`src/rtl/cliff_responder.sv`:
```
// Target-side responder for the rd/ws read handshake: inserts programmable wait states and
// returns one data word per completed transaction.
module cliff_responder #(
   parameter int unsigned       DATA_W    = 8,
   parameter int unsigned       WAIT_W    = 4,
   parameter logic [DATA_W-1:0] DATA_INIT = 8'hA0,
   parameter int unsigned       CNT_W     = 8
) (
   input  logic              clk,
   input  logic              rst,
   input  logic              rd,
   input  logic [WAIT_W-1:0] wait_cfg,
   output logic              ws,
   output logic [DATA_W-1:0] rdata,
   output logic              rvalid,
   output logic              busy,
   output logic              abort_err,
   output logic [CNT_W-1:0]  txn_count
);

   typedef enum logic [1:0] {StIdle, StWait, StData, StHold} state_e;

   state_e              state_q, state_d;
   logic [WAIT_W-1:0]   cnt_q, cnt_d;
   logic [DATA_W-1:0]   ptr_q, ptr_d;
   logic [DATA_W-1:0]   rdata_q, rdata_d;
   logic [CNT_W-1:0]    txn_q, txn_d;
   logic                ws_q, ws_d;
   logic                rvalid_q, rvalid_d;
   logic                abort_q, abort_d;
   logic                enter_data;

   always_comb begin
      state_d = state_q;
      cnt_d   = cnt_q;
      abort_d = abort_q;
      unique case (state_q)
         StIdle: begin
            if (rd) begin
               if (wait_cfg == '0) begin
                  state_d = StData;
               end else begin
                  state_d = StWait;
                  cnt_d   = wait_cfg;
               end
            end
         end
         StWait: begin
            // rd is checked before the counter so a late drop still aborts
            if (!rd) begin
               state_d = StIdle;
               abort_d = 1'b1;
            end else begin
               cnt_d = cnt_q - WAIT_W'(1);
               if (cnt_q == WAIT_W'(1)) begin
                  state_d = StData;
               end
            end
         end
         StData: state_d = StHold;
         StHold: begin
            if (!rd) begin
               state_d = StIdle;
            end
         end
         default: state_d = StIdle;
      endcase

      // DATA lasts exactly one cycle, so state_d == StData marks a single entry
      enter_data = (state_d == StData);
      ws_d       = (state_d == StWait);
      rvalid_d   = enter_data;
      rdata_d    = enter_data ? ptr_q : rdata_q;
      ptr_d      = enter_data ? ptr_q + DATA_W'(1) : ptr_q;
      txn_d      = enter_data ? txn_q + CNT_W'(1) : txn_q;
   end

   always_ff @(posedge clk) begin
      if (rst) begin
         state_q  <= StIdle;
         cnt_q    <= '0;
         ptr_q    <= DATA_INIT;
         rdata_q  <= '0;
         txn_q    <= '0;
         ws_q     <= 1'b0;
         rvalid_q <= 1'b0;
         abort_q  <= 1'b0;
      end else begin
         state_q  <= state_d;
         cnt_q    <= cnt_d;
         ptr_q    <= ptr_d;
         rdata_q  <= rdata_d;
         txn_q    <= txn_d;
         ws_q     <= ws_d;
         rvalid_q <= rvalid_d;
         abort_q  <= abort_d;
      end
   end

   assign ws        = ws_q;
   assign rdata     = rdata_q;
   assign rvalid    = rvalid_q;
   assign busy      = (state_q != StIdle);
   assign abort_err = abort_q;
   assign txn_count = txn_q;

endmodule
```
`config.mk`:
```
export PLATFORM = sky130hd
export DESIGN_NAME = cliff_responder
export DESIGN_NICKNAME = d
export VERILOG_FILES = /design/src/rtl/cliff_responder.sv
export SDC_FILE = /design/constraint.sdc
export NUM_CORES = 1
export LEC_CHECK = 0
export CAP_MARGIN = 25
export CORE_MARGIN = 1
export CORE_UTILIZATION = 46
export CTS_CLUSTER_DIAMETER = 200
export CTS_CLUSTER_SIZE = 12
export DETAILED_ROUTE_END_ITERATION = 8
export PLACE_DENSITY_LB_ADDON = 0.05
export SLEW_MARGIN = 30
export SYNTH_ARGS = -nofsm -noshare
export SYNTH_HDL_FRONTEND = slang
export SYNTH_SLANG_ARGS = --single-unit
```
`constraint.sdc`:
```
create_clock -name clk -period 1.7 [get_ports clk]
set_clock_uncertainty 0.1 [all_clocks]
set_input_delay 0.34 -clock clk [delete_from_list [all_inputs] [get_ports clk]]
set_output_delay 0.34 -clock clk [all_outputs]
set_load 0.01 [all_outputs]
```
After elaboration in Yosys (flattened, before gate mapping)

Cells that the tools add are included.
W data, S select, Z words.

Output and inout bits: 20
Logic and storage cells: 37
Input port bits: 7
Register bits: 33

Muxes and demuxes: 10
Bitwise gates (word level): 1
$add $sub $neg: 3
Reduce and logical (&&, ||, !) cells: 6
Equal/unequal tests: 9

Operators by type and width:

| kind                  | number |
|---|---|
| $add A8 B1 Y8 const B | 2 |
| $mux W4               | 3 |
| $mux W2               | 5 |
| $pmux W2 S4           | 1 |
| $pmux W4 S2           | 1 |
| $eq A2 B2 Y1 const B  | 3 |
| $ne A2 B2 Y1 const B  | 3 |
| $eq A2 B1 Y1 const B  | 2 |
| $eq A4 B1 Y1 const B  | 1 |
| $logic_not A4 Y1      | 1 |
| $reduce_and A4 Y1     | 1 |
| $reduce_bool A2 Y1    | 2 |
| $sub A4 B1 Y4 const B | 1 |
| $logic_not A2 Y1      | 1 |
| $reduce_and A2 Y1     | 1 |
| $not A1 Y1            | 1 |

Logic depth before layout (Yosys ltp)

Gate-level depths: netlist of run 1.

Depth in word-level cells: 5
Gate-level depth with buffers: 8
Depth with buffers taken out: 6

Worst setup path after synthesis of run 1

Ideal clock, no wire load.

Path kind: reg-to-reg
Start: register cnt_q[1]
End: register rdata_q[5] (netlist: rdata[5])
Setup time: 0.128 ns
Arrival: 1.550 ns
Path slack: -0.078 ns
Cell stages (with the launch flop): 9
Required time: 1.472 ns
Path buffers: 2
Period minus slack after synthesis: 1.778 ns
Path through: dfxtp_1 -> inv_1 -> ha_1 -> and4bb_4 -> a22oi_2 -> buf_6 -> buf_4 -> mux2i_1 -> nor2_1

Longest elaborated chain between the ends: 5

Ends and longest elaborated chain:

| what                     | line | source |
|---|---|---|
| start: declaration       | 24   | `logic [WAIT_W-1:0] cnt_q, cnt_d;` |
| start signal: assignment | 90   | `cnt_q <= cnt_d;` |
| $eq A4 B1 Y1             | 55   | `if (cnt_q == WAIT_W'(1)) begin` |
| $mux W2                  | 55   |  |
| $mux W2                  | 50   | `if (!rd) begin` |
| $pmux W2 S4              | 37   | `unique case (state_q)` |
| $eq A2 B2 Y1             | 70   | `enter_data = (state_d == StData);` |
| end signal: assignment   | 92   | `rdata_q <= rdata_d;` |
| end: declaration         | 26   | `logic [DATA_W-1:0] rdata_q, rdata_d;` |

Every way passes these cells.
A chain may end at the register's enable or synchronous reset.

Final worst setup path of run 1

Start: register cnt_q[1]
End: register ptr_q[6]

Longest elaborated chain between the ends: 5

Ends and longest elaborated chain:

| what                   | line | source |
|---|---|---|
| $eq A4 B1 Y1           | 55   |  |
| $mux W2                | 55   |  |
| $mux W2                | 50   |  |
| $pmux W2 S4            | 37   |  |
| $eq A2 B2 Y1           | 70   |  |
| end signal: assignment | 91   | `ptr_q <= ptr_d;` |
| end: declaration       | 25   | `logic [DATA_W-1:0] ptr_q, ptr_d;` |

Every way passes these cells.

==> metrics.csv, run 1 <==
stage,metric,value,unit
run_status,outcome,"complete, but fails checks",
run_status,failing checks,negative setup slack,
finish,Area Growth Syn to Fin,51.2,%
finish,Finished Layout Cells,272,
synthesis,Post-Syn Area,1520,um2
timing,relative slew slack,80.1,%
cts,CTS H-tree depth,2,
finish,diode count,0,
synthesis,main combinational cell family by area after synthesis,simple AND/OR/NAND/NOR gates,
finish,layout cells sized above 1,28.9,%
synthesis,"area leader, netlist",dfxtp_1,
synthesis,register bit total from synthesis,33,
floorplan,Core Area,3100,um2
timing,Tightest Pin Transition,297,ps
finish,# nets final,238,
timing,Final Max Slew Viols,0,
synthesis,fraction of synthesized area in multiplexers,7.32,%
grt,initial antenna violation count,0,
run,Max Cap Viol,0,
synthesis,Compound-Gate Fraction of Synth Area,17.0,%
floorplan,I/O pin cnt,27,
floorplan,Initial Utilization,49.0,%
grt,largest net degree at the start of global routing,18,
setup_path,WP data required,1890,ps
grt,Overflow after GRT,0,
timing,worst hold slack,385,ps
drt,post-route ant nets,0,
grt,first-pass GRT wire length,5.80,mm
floorplan,die area,3540,um2
synthesis,Yosys top cell area share,43.4,%
drt,DRC viols,0,
drt,per-cell routed wire length,13.3,um
placed_design,routability cong.,0.793,
cts,CTS Buf Count,5,
synthesis,Synth Area in Simple Gates,23.3,%
timing,Final period util,109,%
power,Power Dens Cells,740,nW/um2
grt,vias in the first global route,1302,
drt,vias,1448,
placed_design,Port Buf Inserts,26,
drt,DRT iter0 DRCs,72,
timing,# setup viols final,21,
cts,CTS Buffer Depth,2,
synthesis,Post-Synth XOR/XNOR Area,1.15,%
power,Final Power,1.70,mW
cts,Num Clock Sinks,33,
floorplan,std cell rows,20,
drt,Vias/cell,5.32,
timing,fmax,538,MHz
setup_path,CP Data Arrival Time,2050,ps
placed_design,placed insts,257,
synthesis,Synth Instances,171,
floorplan,Vert. Die Dim,59.5,um
floorplan,Die W,59.5,um
timing,setup ws final,-159,ps
synthesis,Post-Synth Adder-Cell Area,3.29,%
finish,Finished Cell Area,2300,um2
grt,Tot GR Track Use,22.4,%
cts,"CTS clk-pin slew, worst paths",110,ps
placed_design,Area after DPL,1980,um2
cts,hold buffer count at cts,0,
synthesis,Synthesized Nets,182,
synthesis,"Avg Cell Area, Syn",8.90,um2
power,worst vdd ir,0.780,mV
cts,CTS tree,yes,
placed_design,DP Wirelength,2.43,mm
cts,CTS Root Cell,clkbuf_4,
min_path,worst hold path class,reg2reg,
timing,total negative slack,-1760,ps
cts,clk_lat worst skew,340,ps
synthesis,sequential-to-total area share from yosys stat,43.4,%
setup_path,worst setup path class,reg2reg,
drt,DRT Wirelength,3.63,mm
drt,1st-pass router iterations,6,
synthesis,Yosys Warn Count,0,
power,Leak,1.10,nW
synthesis,"top cells by area, synth","dfxtp_1 43%, mux2i_1 6.6%, a21oi_1 5.6%, nor2_1 5.2%, o21ai_0 4.3%",
setup_path,Max Fanout on Critical Path,5,
setup_path,crit end category,flip-flop,
timing,crit path time final,1860,ps
timing,RSZ-0062 raised after global routing,true,
timing,final hold violation count,0,
synthesis,Netlist cell types,38,
setup_path,Critical Path Source Type,flip-flop,
[area by class of cell]
cell class / count / area [um2]
Clock buffer: 7 / 55.1
Clock inverter: 1 / 30.0
Fill cell: 257 / 803
Inverter: 6 / 22.5
Multi-Input combinational cell: 124 / 871
Sequential cell: 33 / 676
Tap cell: 44 / 55.1
Timing Repair Buffer: 57 / 591
[per-layer routing]
metal  vias to the layer above  GRT usage (%)  wire, um
li1                        720              -         -
met1                       687           26.8      1590
met2                        34           38.4      1840
met3                         7           5.90       146
met4                         0           8.31        51
met5                         -              0         0
[path summary, 6_finish.rpt]
| check | start | end | slack [ps] | depth (start not counted) |
|---|---|---|---|---|
| setup / recovery | cnt_q[1] | ptr_q[6] | -160 | 7 |
| hold / removal | abort_err | abort_err | 380 | 2 |
| setup reg to reg | cnt_q[1] | ptr_q[6] | -160 | 7 |
| hold reg to reg | abort_err | abort_err | 380 | 2 |
[cells by family (layout without fill, tap and decap cells)]
| group | Yosys count | count (layout) |
|---|---|---|
| AOI/OAI and AO/OA | 44 | 44 |
| xor gates and xnor gates | 2 | 2 |
| adders and majority gates | 4 | 4 |
| buffers and inverters | 14 | 71 |
| DFF | 33 | 33 |
| muxes | 11 | 11 |
| and+or+nand+nor | 63 | 63 |
[where the power goes]
group	switching, mW	internal (mW)
Clock	0.262	0.351
Sequential	0.0196	0.795
Combinational	0.121	0.152
[per-stage QoR]
step | util [%] | setup WS [ps]
2_1_floorplan | - | 6.42
5_1_grt | 74.1 | -227
3_3_place_gp | 64.0 | -520
6_report | 74.1 | -159
4_1_cts | 71.1 | -156
3_5_place_dp | 64.0 | -571
[synth_stat cells]
| master | n |
|---|---|
| a21boi_0 | 1 |
| and4bb_4 | 1 |
| a31oi_1 | 1 |
| a21oi_1 | 17 |
| inv_1 | 6 |
| a21o_1 | 1 |
| a22oi_2 | 1 |
| or3_1 | 8 |
| dfxtp_1 | 33 |
| a211oi_1 | 3 |
| clkbuf_1 | 4 |
| buf_2 | 1 |
| or4_1 | 3 |
| o31ai_1 | 2 |
| or2_2 | 1 |
| nand2_1 | 7 |
| ha_1 | 4 |
| nor2_1 | 21 |
| buf_6 | 1 |
| nand3_1 | 4 |
| o21ai_1 | 1 |
| a22o_1 | 1 |
| and3_1 | 3 |
| and2_1 | 3 |
| nor3_1 | 2 |
| mux2i_1 | 10 |
| xor2_1 | 2 |
| buf_4 | 2 |
| o21a_1 | 1 |
| mux2_2 | 1 |
| nor2b_1 | 2 |
| nor4_4 | 1 |
| o21ai_0 | 13 |
| o21bai_1 | 1 |
| nand2b_1 | 2 |
| and4_1 | 2 |
| nor3b_1 | 3 |
| a2bb2oi_1 | 1 |
[flip-flops by register name (all words and copies together), names as in the netlist]
name,cells
ptr_q,8
rvalid,1
ws,1
abort_err,1
rdata,8
txn_count,8
cnt_q,4
state_q,2
[cell usage in the layout (no fill, tap or decap), drive strengths merged, types with 3 or more instances in the layout]
cell	netlist	layout
dfxtp	33	33
buf	4	29
nor2	21	21
a21oi	17	17
o21ai	14	14
mux2i	10	10
clkdlybuf4s50	0	10
dlygate4sd2	0	9
or3	8	8
clkbuf	4	8
nand2	7	7
dlymetal6s2s	0	6
inv	6	6
nand3	4	4
ha	4	4
and2	3	3
and3	3	3
a211oi	3	3
nor3b	3	3
or4	3	3
[critical path, stage by stage (launching register included)]
cell       delay, ps
dfxtp_2          340
inv_2             70
ha_4             130
and4bb_4         240
a22oi_2          100
bufbuf_16        280
or4_4            410
a21oi_2          130
[repair_timing]
item	CTS	global route
gates cloned	1	1
resized for setup	32	21
setup endpoints to repair	32	31
setup buffers	4	1
pin swaps	26	10
(Power assumes the default switching activity.)
==> inputs of run 2 (changes only) <==
Settings changed: CORE_UTILIZATION 46 to 25, PLACE_DENSITY_LB_ADDON 0.05 to 0.3.
==> metrics.csv, run 2 (synthesis gave the netlist of run 1 again) <==
stage,metric,value,unit,change
drt,post-route ant nets,0,,unchanged
power,Power Internal,1.51,mW,+17%
power,Leak,0.967,nW,-12%
setup_path,WP data required,1820,ps,-70 ps
timing,RSZ-0062 raised after global routing,true,,
cts,clk_lat worst skew,290,ps,-50 ps
grt,largest net degree at the start of global routing,33,,+15
cts,Num Clock Sinks,33,,unchanged
timing,# setup viols final,18,,-14%
setup_path,worst setup path class,reg2reg,,
setup_path,crit end category,flip-flop,,
finish,Area Growth Syn to Fin,48.9,%,
setup_path,Critical Path Source Type,flip-flop,,
finish,"most common cell after layout, fill and taps aside",dfxtp_1,,
floorplan,Core Area,5890,um2,+90%
finish,layout cells sized above 1,25.0,%,-3.9 points
floorplan,Die W,80.0,um,+34%
timing,setup ws final,-91.8,ps,+67.1 ps
placed_design,placed insts,289,,+12%
cts,CTS Root Cell,clkbuf_8,,
drt,DRT iter0 DRCs,69,,-4.2%
finish,Finished Layout Cells,299,,+9.9%
power,Psw,425,uW,+5.6%
finish,# nets final,234,,-1.7%
setup_path,CP Data Arrival Time,1910,ps,-140 ps
power,worst vdd ir,0.401,mV,-49%
run,Max Cap Viol,0,,unchanged
drt,DRT Wirelength,3.38,mm,-6.8%
timing,total negative slack,-826,ps,+937 ps
finish,"commonest cells after routing, fill and taps aside","27 x dfxtp_1, 23 x buf_4, 21 x nor2_1",,
timing,Final Max Slew Viols,0,,unchanged
drt,vias,1368,,-5.5%
finish,diode count,0,,unchanged
grt,Overflow after GRT,0,,unchanged
placed_design,routability cong.,0.798,,+0.64%
min_path,worst hold path class,reg2reg,,
drt,per-cell routed wire length,11.3,um,-15%
setup_path,CP peak stage delay,490,ps,+80 ps
power,Comb power frac,13.0,%,-3.1 points
timing,Final period util,105,%,-3.9 points
cts,CTS H-tree depth,2,,unchanged
timing,relative slew slack,80.1,%,about the same
timing,worst hold slack,389,ps,+4.41 ps
power,Flop pwr share,41.9,%,-6.0 points
setup_path,worst path cell trace,"inv_2, ha_4, and4bb_4, a22oi_2, buf_12, or4_4, a21oi_1",,
grt,vias in the first global route,1285,,-1.3%
placed_design,DP Wirelength,2.45,mm,+0.61%
drt,DRC viols,0,,unchanged
run_status,outcome,"complete, but fails checks",,
grt,first-pass GRT wire length,5.97,mm,+2.9%
power,switching part of the total,21.9,%,-1.7 points
cts,hold buffer count at cts,0,,unchanged
cts,CTS Buf Count,5,,unchanged
cts,"CTS clk-pin slew, worst paths",70,ps,-40 ps
floorplan,Initial Utilization,25.9,%,-23 points
floorplan,Vert. Die Dim,80.0,um,+34%
timing,final hold violation count,0,,unchanged
floorplan,die area,6400,um2,+81%
timing,fmax,558,MHz,+3.7%
power,Clock Power Share,45.2,%,+9.1 points
placed_design,Port Buf Inserts,26,,unchanged
setup_path,Max Fanout on Critical Path,10,,+5
timing,Tightest Pin Transition,296,ps,-0.384 ps
cts,CTS Buffer Depth,2,,unchanged
grt,Tot GR Track Use,12.1,%,-10 points
setup_path,highest-delay cell along the critical path,or4_4,,
drt,Vias/cell,4.58,,-14%
run_status,failing checks,negative setup slack,,
power,Power Dens Cells,856,nW/um2,+16%
placed_design,Setup WS pre-CTS,-626,ps,-55.1 ps
floorplan,std cell rows,28,,+40%
timing,crit path time final,1790,ps,-67.1 ps
floorplan,I/O pin cnt,27,,unchanged
drt,1st-pass router iterations,4,,-2
grt,initial antenna violation count,0,,unchanged
cts,CTS tree,yes,,
run 2: cell types whose count changed in the layout (fill, tap and decap cells not counted), moves of 3 or more:
| cell | previous run | this run |
|---|---|---|
| clkdlybuf4s50_1 | 10 | 18 |
| dlymetal6s2s_1 | 6 | 2 |
| dlygate4sd2_1 | 9 | 6 |
| clkbuf_8 | 1 | 5 |
| clkbuf_4 | 5 | 0 |
| buf_6 | 3 | 0 |
run 2: final cells by class:
class	instances	area (um2)
multi-input combinational	124	842
fill	620	3620
tap	75	93.8
sequential	33	668
clock inverter	3	65.1
clock buffer	5	68.8
timing repair buffer	53	505
inverter	6	22.5
run 2: what timing repair did:
item / 4_1_cts / 5_1_grt
resized for setup: 18 / 8
setup endpoints to repair: 28 / 28
pin swaps: 5 / 3
buffers inserted: 1 / 1
run 2: path summary, 6_finish.rpt:
path,slack (ps),from,to,cells after the start
setup / recovery,-90,cnt_q[1],ptr_q[6],7
hold / removal,390,txn_count[7],txn_count[7],2
setup reg to reg,-90,cnt_q[1],ptr_q[6],7
hold reg to reg,390,txn_count[7],txn_count[7],2
run 2: metrics by stage:
stage          power, mW  area, um2  utilization [%]
6_report            1.94       2270             38.5
2_1_floorplan      0.949       1530                -
5_1_grt             2.04       2270             38.5
3_3_place_gp        1.07       2060             34.9
3_5_place_dp        1.07       2060             34.9
4_1_cts             1.97       2240             38.0
run 2: critical path, delay by kind of cell, from the launching register on:
family | cells | cell delay (ps)
AOI/OAI and AO/OA | 2 | 220
adders and majority gates | 1 | 130
buffers and inverters | 2 | 230
DFF | 1 | 320
and+or+nand+nor | 2 | 740
run 2: routing by layer:
metal | GRT usage (%) | part of all wire [%] | vias up | wire length [um]
met3 | 4.23 | 3.6 | 6 | 122
met2 | 18.5 | 45 | 17 | 1520
met4 | 4.29 | 1.4 | 0 | 47
met1 | 15.7 | 50 | 627 | 1690
met5 | 0 | 0 | - | 0
li1 | - | - | 718 | -
run 2: power by group through the flow:
stage               Sequential, mW  Clock, mW  Combinational, mW
finish                       0.812      0.875              0.251
global route                 0.814      0.943              0.279
CTS                          0.811      0.908              0.251
detailed placement           0.826          0              0.244
global placement             0.826          0              0.244
floorplan                    0.831          0              0.119
